<file path="src/rtl/memarb_pkg.sv">
// ---------------------------------------------------------------------------
// memarb_pkg
// Shared types and constants for the main-memory arbiter slice.
//   state_t : arbiter FSM states (idle / I-side burst / D-side access / done)
//   owner_t : which requester currently owns, or last owned, the memory port
//   WORD_W, BE_W        : memory word width and byte-enable width
//   DEFAULT_LINE_WORDS  : default number of words per I-cache line
// Optional build macro used by the importing files: MEMARB_RR_EN.
// ---------------------------------------------------------------------------
package memarb_pkg;

   localparam int WORD_W             = 32;
   localparam int BE_W               = 4;
   localparam int DEFAULT_LINE_WORDS = 4;

   typedef enum logic [1:0] {
      ST_IDLE   = 2'd0,
      ST_IBURST = 2'd1,
      ST_DACC   = 2'd2,
      ST_FIN    = 2'd3
   } state_t;

   typedef enum logic {
      OWN_I = 1'b0,
      OWN_D = 1'b1
   } owner_t;

endpackage

</file>
<file path="src/rtl/mem_arb_pick.sv">
// ---------------------------------------------------------------------------
// mem_arb_pick
// Combinational grant selection between the I-side refill request and the
// D-side load/store request.
//   iIREQ  : I-side request level
//   iDREQ  : D-side request level
//   iLAST  : owner of the previous grant (present only with MEMARB_RR_EN)
//   oGNT   : some request is pending and will be granted
//   oOWNER : side that receives the grant
// Build macro MEMARB_RR_EN: defined -> round-robin on ties (the side not
// granted last wins); undefined -> fixed priority, D-side wins ties.
// ---------------------------------------------------------------------------
module mem_arb_pick
   import memarb_pkg::*;
(
   input  logic   iIREQ,
   input  logic   iDREQ,
`ifdef MEMARB_RR_EN
   input  owner_t iLAST,
`endif
   output logic   oGNT,
   output owner_t oOWNER
);

   // A single requester always wins; only the tie case depends on the policy.
   always_comb begin
      oGNT   = iIREQ | iDREQ;
      oOWNER = OWN_D;
      if (iIREQ && iDREQ) begin
`ifdef MEMARB_RR_EN
         oOWNER = (iLAST == OWN_D) ? OWN_I : OWN_D;
`else
         oOWNER = OWN_D;
`endif
      end else if (iIREQ) begin
         oOWNER = OWN_I;
      end
   end

endmodule

</file>
<file path="src/rtl/mem_arbiter_rv32.sv">
// ---------------------------------------------------------------------------
// mem_arbiter_rv32
// Shares the single main-memory port between the I-cache refill path and the
// D-side load/store path. I-side grants run a LINE_WORDS-beat read burst in
// index order 0..LINE_WORDS-1; D-side grants run one read or write beat.
// Ports:
//   iCLK, iRST                 : clock, synchronous active-high reset
//   iIREQ, iIADDR              : I-side refill request and miss address
//   oIDATA, oIVALID, oIWIDX    : refill word, its valid strobe, word index
//   oIDONE                     : one-cycle refill-complete pulse
//   iDREQ, iDWE, iDADDR,
//   iDWDATA, iDBE              : D-side request, write flag, address, data, BE
//   oDRDATA, oDDONE            : D-side read data and completion pulse
//   oMREQ, oMWE, oMADDR,
//   oMWDATA, oMBE              : memory beat request and its attributes
//   iMACK, iMRDATA             : memory beat accept and same-cycle read data
// Build macro MEMARB_RR_EN: enables round-robin tie breaking and the
// last-grant register; without it the D-side always wins ties.
// ---------------------------------------------------------------------------
module mem_arbiter_rv32
   import memarb_pkg::*;
#(
   parameter int LINE_WORDS = DEFAULT_LINE_WORDS,
   parameter int ADDR_W     = 32
)(
   input  logic                          iCLK,
   input  logic                          iRST,
   input  logic                          iIREQ,
   input  logic [ADDR_W-1:0]             iIADDR,
   output logic [WORD_W-1:0]             oIDATA,
   output logic                          oIVALID,
   output logic [$clog2(LINE_WORDS)-1:0] oIWIDX,
   output logic                          oIDONE,
   input  logic                          iDREQ,
   input  logic                          iDWE,
   input  logic [ADDR_W-1:0]             iDADDR,
   input  logic [WORD_W-1:0]             iDWDATA,
   input  logic [BE_W-1:0]               iDBE,
   output logic [WORD_W-1:0]             oDRDATA,
   output logic                          oDDONE,
   output logic                          oMREQ,
   output logic                          oMWE,
   output logic [ADDR_W-1:0]             oMADDR,
   output logic [WORD_W-1:0]             oMWDATA,
   output logic [BE_W-1:0]               oMBE,
   input  logic                          iMACK,
   input  logic [WORD_W-1:0]             iMRDATA
);

   localparam int                IDX_W    = $clog2(LINE_WORDS);
   localparam int                OFF_W    = IDX_W + 2;
   localparam int                BASE_W   = ADDR_W - OFF_W;
   localparam logic [IDX_W-1:0]  LAST_IDX = IDX_W'(LINE_WORDS - 1);

   state_t              r_state,  w_stateNext;
   logic [IDX_W-1:0]    r_idx,    w_idxNext;
   logic [BASE_W-1:0]   r_lbase,  w_lbaseNext;
   logic                r_mreq,   w_mreqNext;
   logic                r_mwe,    w_mweNext;
   logic [ADDR_W-1:0]   r_maddr,  w_maddrNext;
   logic [WORD_W-1:0]   r_mwdata, w_mwdataNext;
   logic [BE_W-1:0]     r_mbe,    w_mbeNext;
   logic [WORD_W-1:0]   r_idata,  w_idataNext;
   logic [IDX_W-1:0]    r_iwidx,  w_iwidxNext;
   logic                r_ivalid, w_ivalidNext;
   logic                r_idone,  w_idoneNext;
   logic [WORD_W-1:0]   r_drdata, w_drdataNext;
   logic                r_ddone,  w_ddoneNext;
   logic                w_gnt;
   owner_t              w_owner;
   logic                w_unused;
`ifdef MEMARB_RR_EN
   owner_t              r_lastGrant, w_lastGrantNext;
`endif

   // Line-offset bits of the miss address and byte bits of the D address
   // are deliberately dropped; the memory side only sees word addresses.
   assign w_unused = ^{iIADDR[OFF_W-1:0], iDADDR[1:0]};

   mem_arb_pick u_pick (
      .iIREQ  (iIREQ),
      .iDREQ  (iDREQ),
`ifdef MEMARB_RR_EN
      .iLAST  (r_lastGrant),
`endif
      .oGNT   (w_gnt),
      .oOWNER (w_owner)
   );

   // Next-state and next-output logic. Every memory-side output is computed
   // here one cycle ahead so that all ports come straight from flops. The
   // valid/done strobes default low so each one lasts exactly one cycle.
   always_comb begin
      w_stateNext  = r_state;
      w_idxNext    = r_idx;
      w_lbaseNext  = r_lbase;
      w_mreqNext   = r_mreq;
      w_mweNext    = r_mwe;
      w_maddrNext  = r_maddr;
      w_mwdataNext = r_mwdata;
      w_mbeNext    = r_mbe;
      w_idataNext  = r_idata;
      w_iwidxNext  = r_iwidx;
      w_ivalidNext = 1'b0;
      w_idoneNext  = 1'b0;
      w_drdataNext = r_drdata;
      w_ddoneNext  = 1'b0;
`ifdef MEMARB_RR_EN
      w_lastGrantNext = r_lastGrant;
`endif
      case (r_state)
         ST_IDLE: begin
            if (w_gnt) begin
`ifdef MEMARB_RR_EN
               w_lastGrantNext = w_owner;
`endif
               w_mreqNext = 1'b1;
               w_idxNext  = '0;
               if (w_owner == OWN_I) begin
                  w_stateNext = ST_IBURST;
                  w_lbaseNext = iIADDR[ADDR_W-1:OFF_W];
                  w_maddrNext = {iIADDR[ADDR_W-1:OFF_W], {OFF_W{1'b0}}};
                  w_mweNext   = 1'b0;
                  w_mbeNext   = '1;
               end else begin
                  w_stateNext  = ST_DACC;
                  w_maddrNext  = {iDADDR[ADDR_W-1:2], 2'b00};
                  w_mweNext    = iDWE;
                  w_mwdataNext = iDWDATA;
                  w_mbeNext    = iDWE ? iDBE : '1;
               end
            end
         end
         // The burst address is rebuilt from the latched line base so the
         // index never carries into the line base.
         ST_IBURST: begin
            if (iMACK) begin
               w_idataNext  = iMRDATA;
               w_iwidxNext  = r_idx;
               w_ivalidNext = 1'b1;
               if (r_idx == LAST_IDX) begin
                  w_stateNext = ST_FIN;
                  w_mreqNext  = 1'b0;
                  w_idoneNext = 1'b1;
               end else begin
                  w_idxNext   = r_idx + IDX_W'(1);
                  w_maddrNext = {r_lbase, r_idx + IDX_W'(1), 2'b00};
               end
            end
         end
         ST_DACC: begin
            if (iMACK) begin
               if (!r_mwe) begin
                  w_drdataNext = iMRDATA;
               end
               w_ddoneNext = 1'b1;
               w_mreqNext  = 1'b0;
               w_mweNext   = 1'b0;
               w_stateNext = ST_FIN;
            end
         end
         // Done pulse is already on the port this cycle; requests and acks
         // are ignored so the owner has time to drop its request.
         ST_FIN: begin
            w_stateNext = ST_IDLE;
         end
         default: begin
            w_stateNext = ST_IDLE;
         end
      endcase
   end

   // State and output registers; reset abandons any transaction in flight
   // without producing a done pulse.
   always_ff @(posedge iCLK) begin
      if (iRST) begin
         r_state  <= ST_IDLE;
         r_idx    <= '0;
         r_lbase  <= '0;
         r_mreq   <= 1'b0;
         r_mwe    <= 1'b0;
         r_maddr  <= '0;
         r_mwdata <= '0;
         r_mbe    <= '0;
         r_idata  <= '0;
         r_iwidx  <= '0;
         r_ivalid <= 1'b0;
         r_idone  <= 1'b0;
         r_drdata <= '0;
         r_ddone  <= 1'b0;
`ifdef MEMARB_RR_EN
         r_lastGrant <= OWN_D;
`endif
      end else begin
         r_state  <= w_stateNext;
         r_idx    <= w_idxNext;
         r_lbase  <= w_lbaseNext;
         r_mreq   <= w_mreqNext;
         r_mwe    <= w_mweNext;
         r_maddr  <= w_maddrNext;
         r_mwdata <= w_mwdataNext;
         r_mbe    <= w_mbeNext;
         r_idata  <= w_idataNext;
         r_iwidx  <= w_iwidxNext;
         r_ivalid <= w_ivalidNext;
         r_idone  <= w_idoneNext;
         r_drdata <= w_drdataNext;
         r_ddone  <= w_ddoneNext;
`ifdef MEMARB_RR_EN
         r_lastGrant <= w_lastGrantNext;
`endif
      end
   end

   assign oMREQ   = r_mreq;
   assign oMWE    = r_mwe;
   assign oMADDR  = r_maddr;
   assign oMWDATA = r_mwdata;
   assign oMBE    = r_mbe;
   assign oIDATA  = r_idata;
   assign oIWIDX  = r_iwidx;
   assign oIVALID = r_ivalid;
   assign oIDONE  = r_idone;
   assign oDRDATA = r_drdata;
   assign oDDONE  = r_ddone;

endmodule

</file>
<file path="config.mk">
export PLATFORM = sky130hd
export DESIGN_NAME = mem_arbiter_rv32
export DESIGN_NICKNAME = d
export VERILOG_FILES = /design/src/rtl/memarb_pkg.sv /design/src/rtl/mem_arb_pick.sv /design/src/rtl/mem_arbiter_rv32.sv
export SDC_FILE = /design/constraint.sdc
export NUM_CORES = 1
export LEC_CHECK = 0
export BUFFER_PORTS_ARGS = -buffer_cell sky130_fd_sc_hd__buf_2
export CORE_UTILIZATION = 30
export CTS_CLUSTER_DIAMETER = 30
export DETAILED_ROUTE_END_ITERATION = 8
export PLACE_DENSITY = 0.6
export SLEW_MARGIN = 40
export SYNTH_ARGS = -nofsm -noshare
export SYNTH_HDL_FRONTEND = slang
export SYNTH_HIERARCHICAL = 1
export SYNTH_SLANG_ARGS = --single-unit
</file>
<file path="constraint.sdc">
create_clock -name iCLK -period 2.3 [get_ports iCLK]
set_input_delay 0.345 -clock iCLK [delete_from_list [all_inputs] [get_ports iCLK]]
set_output_delay 0.345 -clock iCLK [all_outputs]
set_load 0.005 [all_outputs]
</file>
After elaboration in Yosys (flattened, before gate mapping) --
Cells that the tools add are included.
Word-level totals: bits in registers 171
Cells by class: bitwise operators 6, equal/unequal tests 9, muxes and demuxes 29, add/subtract/negate cells 1, reductions and logical operators 17
Operators with widths (number):
- $mux W32 | 4
- $pmux W32 S2 | 1
- $mux W2 | 8
- $reduce_and A3 Y1 | 4
- $mux W1 | 10
- $mux W4 | 2
- $ne A2 B2 Y1 const B | 4
- $pmux W2 S4 | 1
- $reduce_and A4 Y1 | 2
- $eq A2 B2 Y1 const B | 3
- $not A1 Y1 | 5
- $reduce_and A5 Y1 | 1
- $pmux W2 S2 | 1
- $reduce_and A2 Y1 | 2
- $reduce_bool A2 Y1 | 2
- $reduce_or A2 Y1 | 2
- $pmux W1 S3 | 1
- $reduce_bool A3 Y1 | 1
- $reduce_or A3 Y1 | 1
- $add A2 B1 Y2 const B | 1
- $eq A2 B1 Y1 const B | 1
- $logic_not A2 Y1 | 1
- $ne A2 B1 Y1 const B | 1
- $pmux W1 S2 | 1
- 2 further kinds | 2

Longest topological paths before layout --
Gate-level depths: netlist (run 1).
depth after elaboration 5, depth in mapped cells 9

By module --
The synthesis (run 1) kept the hierarchy.
Modules (own cells, without submodules):
- mem_arbiter_rv32 | cells each 793, times used 1, area an instance 6598.8 µm², seq. area each 3383.2 µm²
- mem_arb_pick | cells each 2, times used 1, area an instance 12.5 µm², seq. area each 0.0 µm²

Worst setup path before layout (run 1) --
No wires, ideal clock.
path type flip-flop to flip-flop, start register r_state[0], end register r_maddr[11], in the netlist oMADDR[11], data arrival time 1.688 ns, path slack 0.495 ns, library setup time 0.117 ns, path buffers 1, data required time 2.183 ns, cell stages (with the launch flop) 8, path through dfxtp_1 -> inv_1 -> ha_1 -> and2b_4 -> a211oi_4 -> nor2_2 -> buf_4 -> o2bb2ai_2
Between the ends: word-level cells in the longest chain between the ends 3, elaborated cells on any way between the ends 8, classes of those cells 4 x eq/ne; 1 x mux; 3 x reduce/logical
Ends and longest elaborated chain:
- start, declared | line mem_arbiter_rv32.sv:55 | state_t r_state, w_stateNext;
- start signal, assigned | line mem_arbiter_rv32.sv:195 | r_state <= w_stateNext;
- $eq A2 B1 Y1 or $logic_not A2 Y1 (tied branches) | line mem_arbiter_rv32.sv:111 | case (r_state)
- $ne A2 B2 Y1 (no line) (tied with other cells)
- $reduce_and A4 Y1 (no line)
- end signal, assigned | line mem_arbiter_rv32.sv:200 | r_maddr <= w_maddrNext;
- end, declared | line mem_arbiter_rv32.sv:60 | logic [ADDR_W-1:0] r_maddr, w_maddrNext;
Several ways; a longest one is shown, not always the timed one. A chain may end at the register's enable or synchronous reset.

Worst setup path after layout (run 1) --
start register r_state[0], end register r_maddr[10], in the netlist oMADDR[10]
Same word-level chain as after synthesis.

==> results.tsv, run 1 <==
stage	metric	value	unit
outcome	outcome	finished, final reports clean	
sta	final count of negative-setup-slack endpoints	0	
layout	Diodes inserted	0	
layout	Post-Layout Cell Count	1324	
placement	HPWL after DPL	12800	um
sta	relative slew slack	0.550	
layout	ratio of cells with drive above 1 in the final layout	0.330	
clock_tree	clk sink count	169	
worst_setup_path	critical path's most frequent cell	buf_4	
floorplanning	Die W	150	um
global_routing	gr usage total	0.165	
sta	setup TNS	0	ns
global_routing	first-pass GRT wire length	28900	um
drt	wire length per cell	14.5	um
sta	Tmin final	2.06	ns
clock_tree	CTS clk-pin slew, worst paths	0.07	ns
drt	routed wire length	19200	um
placement	IO buf count	268	
pwr	Leak Pwr	3.98	nW
global_routing	grt total ovfl	0	
placement	Inst Count DP	1293	
floorplanning	total die area	22600	um^2
logic_synthesis	Seq cells post-synth	169	
logic_synthesis	sequential share of the synthesized area	0.512	
sta	fin worst setup slack	0.236	ns
floorplanning	die height	150	um
job	Max-Cap Viols	0	
global_routing	vias in the first global route	5448	
drt	vias per std cell	4.60	
logic_synthesis	Mean Syn Cell Area	8.32	um^2
worst_setup_path	crit end category	flop	
placement	gpl congestion	0.769	
layout	final layout net count	1182	
drt	drc violations	0	
clock_tree	Post-CTS Setup Inserts	0	
sta	fin crit share	0.897	
sta	worst-margin pin slew	0.674	ns
clock_tree	CTS Hold Buffers Added	0	
layout	Finished Core Util	0.413	
clock_tree	CTS Buf Count	17	
worst_setup_path	CP Max Fanout	28	
floorplanning	Ports	277	
logic_synthesis	cell taking the most area after synthesis	dfxtp_1	
pwr	worst vdd ir	0.481	mV
sta	Pins Over Slew Limit	0	
logic_synthesis	Post-Syn Instances	795	
logic_synthesis	Yosys cell types	34	
layout	Fillers	2226	
layout	Area Growth Syn to Fin	33.0	%
drt	Vias	6089	
drt	drt pass-1 iters	4	
worst_setup_path	WS Path Type	flop to flop	
worst_setup_path	crit-path cells	inv_1 -> ha_1 -> and2b_4 -> a211oi_4 -> buf_4 -> nand2b_2 -> buf_4 -> o2bb2ai_1	
logic_synthesis	synthesized area	6610	um^2
worst_setup_path	CP peak stage delay	0.41	ns
logic_synthesis	Area contributors post-synth	dfxtp_1 (51%), nand2_1 (15%), a21oi_1 (12%)	
worst_setup_path	Crit-path slowest cell	dfxtp_1	
floorplanning	starting density of the core	0.311	
hold_path	Hold Crit Class	input pin to flop	
worst_setup_path	FF-to-FF path depth	8	
global_routing	largest net degree at the start of global routing	141	
clock_tree	CTS tree	done	
logic_synthesis	top-area cell type share of the netlist area	0.512	
drt	Routed Antenna Nets	0	
hold_path	hold path cells	3	
placement	dpl ws	0.193	ns
sta	RSZ-0062 raised after global routing	no	
worst_setup_path	Critical Path AT	2.41	ns
global_routing	initial antenna violation count	0	
clock_tree	H-tree levels	4	
sta	clock skew	0.0119	ns
clock_tree	Worst-Skew Late Latency	0.42	ns
worst_setup_path	Critical Path RT	2.64	ns
sta	Max Freq	485	MHz
floorplanning	core footprint	21300	um^2
floorplanning	floorplan row count	53	
clock_tree	Clock Tree Buf Depth	2	
logic_synthesis	Synth warnings	6	
clock_tree	post-cts sizing count	0	
pwr	power per cell area	1050	nW/um^2
clock_tree	Root Driver	clkbuf_16	
worst_setup_path	CP Launch Type	flop	
sta	Hold Violations, Final	0	
drt	Iteration-0 DRC Markers	285	
## sequential cells by signal (all words and copies together) (netlist names)
signal	count
oDDONE	1
oDRDATA	32
oIDATA	32
oIDONE	1
oIVALID	1
oIWIDX	2
oMADDR	30
oMBE	4
oMREQ	1
oMWDATA	32
oMWE	1
r_idx	2
r_lbase	28
r_state	2
## critical path: cells and delay by family, from the launching register on
kind / cells / cell delay (ns)
adder cells (fa/ha/maj): 1 / 0.25
AO/OA/AOI/OAI: 2 / 0.46
AND/OR/NAND/NOR: 2 / 0.26
flip-flops: 1 / 0.41
buffers and inverters: 3 / 0.58
## area by class of cell
class                      instances  area, um^2  area share
inverter                           2        7.51    0.000854
clock inverter                    14         149      0.0169
tap                              275         344      0.0391
timing repair buffer             284        1530       0.174
multi-input combinational        563        2960       0.336
clock buffer                      17         425      0.0484
sequential                       169        3380       0.385
## through the flow
| stage | hold WS [ns] | area (um^2) | total power [mW] |
|---|---|---|---|
| after floorplan | 0.437 | 6620 | 5.35 |
| after global placement | 0.439 | 8180 | 6.38 |
| after detailed placement | 0.443 | 8220 | 6.48 |
| after CTS | 0.139 | 8790 | 9.38 |
| after global routing | 0.137 | 8790 | 9.81 |
| final | 0.160 | 8790 | 9.24 |
## cell usage after synthesis (all sizes together)
| library cell | count |
|---|---|
| nor2 | 46 |
| mux2i | 29 |
| buf | 22 |
| o22ai | 4 |
| o2bb2ai | 28 |
| or2 | 2 |
| a211oi | 4 |
| dfxtp | 169 |
| nand2b | 8 |
| a311oi | 2 |
| nand3 | 2 |
| nand3b | 1 |
| and2 | 3 |
| mux2 | 1 |
| conb | 1 |
| nor2b | 2 |
| a21boi | 1 |
| inv | 2 |
| ha | 7 |
| and2b | 1 |
| nand2 | 259 |
| and3 | 1 |
| a21oi | 157 |
| nor3 | 2 |
| clkbuf | 40 |
| nor4 | 1 |
## power by group
part / switching (mW) / leakage (nW) / internal, mW
registers: 0.299 / 1.38 / 3.48
clock network: 1.25 / 0.278 / 1.61
logic: 1.53 / 2.32 / 1.07
total: 3.08 / 3.98 / 6.16
## layer usage
metal  part of all wire  GRT usage
met1               0.44      0.204
met2               0.48      0.275
met3              0.064     0.0515
met4              0.012     0.0429
met5                  0          0
## cells by family after synthesis
kind of cell,after synthesis,share of synthesized area
and+or+nand+nor,328,0.196
DFF,169,0.512
AOI/OAI and AO/OA,196,0.189
other,1,0.000567
adders and majority gates,7,0.0132
buffers and inverters,64,0.0443
muxes,30,0.0456
## path summary, 6_finish.rpt
check	start	endpoint	slack [ns]
setup / recovery	r_state[0]	oMADDR[10]	0.24
hold / removal	iDWDATA[26]	oMWDATA[26]	0.16
setup reg to reg	r_state[0]	oMADDR[10]	0.24
hold reg to reg	oDRDATA[2]	oDRDATA[2]	0.45
## layout by cell type (no fill, tap or decap), types with 2 or more instances in the layout
master and count:
buf_2 267, nand2_1 259, dfxtp_1 169, a21oi_1 157
nor2_1 44, mux2i_1 29, o2bb2ai_2 20, clkbuf_16 17
buf_4 12, o2bb2ai_1 8, ha_1 6, nand2b_1 5
o22ai_1 4, clkinv_2 4, and2_1 3, nand2b_2 3
a211oi_1 3, clkinvlp_4 3, inv_6 3, buf_12 3
inv_1 2, nand3_1 2, nor3_1 2, a311oi_1 2
conb_1 2, bufinv_16 2
Power figures use the tool's default switching activity.
==> run 2, diff against run 1 <==
Settings changed: CORE_ASPECT_RATIO set to 0.9.
==> results.tsv, run 2 (synthesis gave the netlist of run 1 again) <==
stage	metric	value	unit	change
layout	Area Growth Syn to Fin	33.6	%	
drt	Iteration-0 DRC Markers	379		+33%
clock_tree	Clock Tree Buf Depth	2		unchanged
sta	final count of negative-setup-slack endpoints	0		unchanged
worst_setup_path	CP peak stage delay	0.42	ns	about the same
clock_tree	Root Driver	clkbuf_16		
sta	Max Freq	480	MHz	-0.86%
layout	Fillers	2243		+0.76%
sta	relative slew slack	0.542		-0.00828
placement	gpl congestion	0.750		-2.5%
global_routing	gr usage total	0.165		+0.000194
sta	clock skew	0.00938	ns	-0.00253 ns
pwr	Leak Pwr	4.00	nW	+0.42%
floorplanning	floorplan row count	51		-3.8%
sta	worst-margin pin slew	0.687	ns	+0.0124 ns
clock_tree	clk sink count	169		unchanged
clock_tree	CTS tree	done		
sta	Tmin final	2.08	ns	+0.0180 ns
sta	Pins Over Slew Limit	0		unchanged
hold_path	Hold Crit Class	input pin to flop		
clock_tree	CTS Hold Buffers Added	0		unchanged
layout	ratio of cells with drive above 1 in the final layout	0.330		about the same
global_routing	first-pass GRT wire length	28800	um	-0.24%
worst_setup_path	Critical Path RT	2.65	ns	about the same
worst_setup_path	CP Max Fanout	28		unchanged
worst_setup_path	Crit-path slowest cell	dfxtp_1		
floorplanning	Ports	277		unchanged
clock_tree	CTS Buf Count	17		unchanged
layout	commonest non-fill, non-tap cell in the layout	buf_2		
floorplanning	starting density of the core	0.306		-0.00496
drt	Routed Antenna Nets	0		unchanged
drt	drc violations	0		unchanged
drt	wire length per cell	14.3	um	-1.5%
pwr	power per cell area	1050	nW/um^2	+0.26%
drt	vias per std cell	4.58		-0.41%
worst_setup_path	Critical Path AT	2.43	ns	+0.02 ns
clock_tree	H-tree levels	4		unchanged
floorplanning	total die area	22600	um^2	about the same
floorplanning	core footprint	21600	um^2	+1.6%
pwr	worst vdd ir	0.367	mV	-24%
placement	HPWL after DPL	12800	um	-0.14%
drt	routed wire length	19200	um	-0.36%
job	Max-Cap Viols	0		unchanged
sta	RSZ-0062 raised after global routing	no		
sta	Hold Violations, Final	0		unchanged
floorplanning	die height	143	um	-5.1%
layout	final layout net count	1181		-0.085%
worst_setup_path	crit end category	flop		
worst_setup_path	crit-path cells	inv_1 -> ha_1 -> and2b_4 -> a211oi_4 -> buf_4 -> nand2b_2 -> buf_4 -> o2bb2ai_2		
global_routing	initial antenna violation count	1		+1
clock_tree	Post-CTS Setup Inserts	0		unchanged
global_routing	largest net degree at the start of global routing	80		-43%
layout	Finished Core Util	0.408		-0.00498
worst_setup_path	CP Launch Type	flop		
clock_tree	Worst-Skew Late Latency	0.42	ns	about the same
floorplanning	Die W	158	um	+5.3%
worst_setup_path	critical path's most frequent cell	buf_4		
clock_tree	CTS clk-pin slew, worst paths	0.07	ns	about the same
worst_setup_path	WS Path Type	flop to flop		
pwr	total design power	9.30	mW	+0.66%
global_routing	grt total ovfl	0		unchanged
sta	fin crit share	0.905		+0.00781
placement	IO buf count	268		unchanged
layout	commonest non-fill, non-tap cells in the layout	buf_2 (267), nand2_1 (259), dfxtp_1 (169)		
clock_tree	post-cts sizing count	0		unchanged
outcome	outcome	finished, final reports clean		
sta	setup TNS	0	ns	unchanged
drt	Vias	6133		+0.72%
drt	drt pass-1 iters	4		unchanged
global_routing	vias in the first global route	5512		+1.2%
[run 2: cell count changes in the layout (fill, tap and decap cells not counted), moves of 2 or more]
cell        previous run  this run
buf_4                 12        10
clkinv_4               1         3
clkinvlp_4             3         0
inv_6                  3         1
[run 2: critical path: cells and delay by family, from the launching register on]
| kind | cells | cell delay [ns] |
|---|---|---|
| AOI/OAI and AO/OA | 2 | 0.44 |
| adders and majority gates | 1 | 0.28 |
| buffers and inverters | 3 | 0.58 |
| DFF | 1 | 0.42 |
| and+or+nand+nor | 2 | 0.27 |
[run 2: report_power, final]
part / internal, mW / leakage, nW / switching (mW)
combinational: 1.07 / 2.32 / 1.52
clock: 1.73 / 0.296 / 1.20
sequential: 3.48 / 1.38 / 0.307
[run 2: area by class of cell]
cell class,count,area [um^2],share of cell area
diodes,1,2.50,0.000283
clock buffers,18,439,0.0497
clock inverters,12,150,0.0170
inverters,2,7.51,0.000850
multi-input cells,563,2960,0.335
flip-flops and latches,169,3380,0.383
well taps,291,364,0.0412
repair buffers,283,1530,0.173
[run 2: metrics by stage]
step	hold WS [ns]	area, um^2	std cells	worst slack, ns
global placement	0.439	8190	1306	0.200
detailed placement	0.443	8240	1308	0.207
CTS	0.138	8830	1338	0.198
global route	0.139	8830	1339	0.0543
floorplan	0.437	6620	796	0.495
finish	0.165	8830	1339	0.218
[run 2: layer usage]
metal	wire length [um]	vias to the layer above	GRT usage
met2	8950	194	0.270
li1	-	3105	-
met5	0	-	0
met4	466	0	0.0719
met1	8540	2806	0.201
met3	1220	28	0.0464
[run 2: final timing paths]
kind	start	end	slack [ns]	cells past startpoint
max	r_state[0]	oMADDR[27]	0.22	8
min	iDWDATA[13]	oMWDATA[13]	0.17	3
max reg2reg	r_state[0]	oMADDR[27]	0.22	8
min reg2reg	oMWDATA[21]	oMWDATA[21]	0.45	2
==> run 3, diff against run 2 <==
Settings changed: CELL_PAD_IN_SITES_DETAIL_PLACEMENT set to 0, CELL_PAD_IN_SITES_GLOBAL_PLACEMENT set to 2, CORE_UTILIZATION 30 to 26, PLACE_DENSITY 0.6 to 0.85.
==> results.tsv, run 3 (synthesis gave the netlist of run 1 again) <==
stage	metric	value	unit	change
outcome	outcome	finished, final reports clean		
sta	RSZ-0062 raised after global routing	no		
placement	Inst Count DP	1353		+3.4%
pwr	power per cell area	1050	nW/um^2	-0.66%
floorplanning	Ports	277		unchanged
clock_tree	CTS tree	done		
drt	Vias	6069		-1.0%
worst_setup_path	crit end category	flop		
floorplanning	core footprint	24600	um^2	+14%
drt	drt pass-1 iters	4		unchanged
drt	routed wire length	20200	um	+5.3%
sta	clock skew	0.0117	ns	+0.00227 ns
worst_setup_path	FF-to-FF End	oMADDR[6]		
worst_setup_path	WS Path Type	flop to flop		
clock_tree	CTS Buf Count	17		unchanged
sta	final count of negative-setup-slack endpoints	0		unchanged
placement	HPWL after DPL	13400	um	+4.5%
clock_tree	Worst-Skew Late Latency	0.43	ns	about the same
global_routing	first-pass GRT wire length	32000	um	+11%
sta	worst-margin pin slew	0.718	ns	+0.0313 ns
layout	Fillers	2638		+18%
pwr	Leak Pwr	3.98	nW	-0.30%
placement	gpl congestion	0.723		-3.7%
drt	drc violations	0		unchanged
pwr	worst vdd ir	0.356	mV	-3.0%
placement	IO buf count	268		unchanged
floorplanning	starting density of the core	0.269		-0.0368
clock_tree	Clock Tree Buf Depth	2		unchanged
layout	Area Growth Syn to Fin	34.8	%	
pwr	Pint	6.22	mW	-0.98%
worst_setup_path	CP Launch Type	flop		
sta	Hold Violations, Final	0		unchanged
layout	final layout net count	1181		unchanged
drt	Iteration-0 DRC Markers	261		-31%
worst_setup_path	reg2reg start	r_state[0]		
global_routing	initial antenna violation count	0		-1
hold_path	Hold Crit Class	input pin to flop		
job	Max-Cap Viols	0		unchanged
hold_path	Hold Path Sink	oMWDATA[23]		
sta	Tmin final	2.12	ns	+0.0385 ns
worst_setup_path	r2r setup slk	0.18	ns	-0.04 ns
clock_tree	post-cts sizing count	0		unchanged
sta	setup TNS	0	ns	unchanged
hold_path	hold path cells	3		unchanged
floorplanning	Die W	170	um	+7.3%
drt	wire length per cell	14.6	um	+1.9%
drt	vias per std cell	4.39		-4.3%
layout	commonest non-fill, non-tap cell in the layout	buf_2		
clock_tree	Root Driver	clkbuf_16		
layout	ratio of cells with drive above 1 in the final layout	0.329		about the same
worst_setup_path	Critical Path RT	2.64	ns	about the same
sta	Max Freq	472	MHz	-1.8%
global_routing	gr usage total	0.156		-0.00882
layout	commonest non-fill, non-tap cells in the layout	buf_2 (267), nand2_1 (259), dfxtp_1 (169)		
layout	Post-Layout Cell Count	1384		+3.4%
drt	Routed Antenna Nets	0		unchanged
global_routing	vias in the first global route	5882		+6.7%
pwr	Flop pwr share	0.406		about the same
sta	fin crit share	0.922		+0.0167
clock_tree	CTS Hold Buffers Added	0		unchanged
pwr	Sw Ratio	0.333		+0.00841
floorplanning	total die area	26100	um^2	+15%
global_routing	largest net degree at the start of global routing	141		+76%
clock_tree	Post-CTS Setup Inserts	0		unchanged
worst_setup_path	Critical Path AT	2.46	ns	+0.03 ns
pwr	Gate power share	0.281		+0.002
worst_setup_path	CP Max Fanout	28		unchanged
sta	Pins Over Slew Limit	0		unchanged
sta	relative slew slack	0.521		-0.0208
clock_tree	CTS clk-pin slew, worst paths	0.07	ns	about the same
global_routing	grt total ovfl	0		unchanged
worst_setup_path	FF-to-FF path depth	8		unchanged
layout	Diodes inserted	0		-1
pwr	sw power	3.11	mW	+2.9%
pwr	Clk network pwr share	0.313		about the same
hold_path	hold wc startpoint	iDWDATA[23]		
clock_tree	H-tree levels	4		unchanged
clock_tree	clk sink count	169		unchanged
floorplanning	floorplan row count	54		+5.9%
floorplanning	die height	153	um	+7.3%
[run 3: final cells by class]
| class | count | area, um^2 | area share |
|---|---|---|---|
| clock buffer | 19 | 443 | 0.0497 |
| clock inverter | 12 | 141 | 0.0159 |
| inverter | 2 | 7.51 | 0.000842 |
| multi-input combinational | 563 | 2960 | 0.332 |
| sequential | 169 | 3380 | 0.380 |
| tap | 336 | 420 | 0.0472 |
| timing repair buffer | 283 | 1560 | 0.175 |
[run 3: worst max-delay path, cell delays in order (launching register included)]
cell	delay [ns]
dfxtp_1	0.42
inv_1	0.11
ha_1	0.27
and2b_4	0.21
a211oi_4	0.27
buf_4	0.21
nand2b_2	0.06
buf_4	0.27
o2bb2ai_1	0.20
[run 3: metrics by stage]
stage	instance area (um^2)	hold WS [ns]	power (mW)	util	worst slack [ns]
after floorplan	6620	0.437	5.35	-	0.495
after global placement	8270	0.439	6.41	0.336	0.162
after detailed placement	8330	0.443	6.51	0.339	0.205
after CTS	8910	0.129	9.47	0.362	0.184
after global routing	8910	0.129	9.94	0.362	0.0326
final	8910	0.148	9.32	0.362	0.180
[run 3: power groups by stage]
| stage | clock [mW] | sequential [mW] | combinational [mW] |
|---|---|---|---|
| 6_report | 2.92 | 3.78 | 2.62 |
| 5_1_grt | 3.14 | 3.85 | 2.95 |
| 4_1_cts | 3.01 | 3.79 | 2.67 |
| 3_5_place_dp | 0 | 3.85 | 2.67 |
| 3_3_place_gp | 0 | 3.83 | 2.58 |
| 2_1_floorplan | 0 | 3.88 | 1.47 |
[run 3: per-layer routing]
layer / GRT usage / wire length, um / vias up
met5: 0 / 0 / -
li1: - / - / 3104
met4: 0.0386 / 176 / 0
met2: 0.262 / 9620 / 188
met3: 0.0575 / 1610 / 10
met1: 0.188 / 8780 / 2767
[run 3: how the worst max path moves through the flow]
| stage | startpoint | depth (start not counted) | endpoint | slack (ns) |
|---|---|---|---|---|
| floorplan | r_state[0] | 7 | oMADDR[11] | 0.49 |
| global placement | iDREQ | 6 | oMADDR[10] | 0.16 |
| detailed placement | r_state[0] | 8 | oMADDR[6] | 0.20 |
| CTS | r_state[0] | 8 | oMADDR[6] | 0.18 |
| global route | r_state[0] | 8 | oMADDR[6] | 0.03 |
| finish | r_state[0] | 8 | oMADDR[6] | 0.18 |
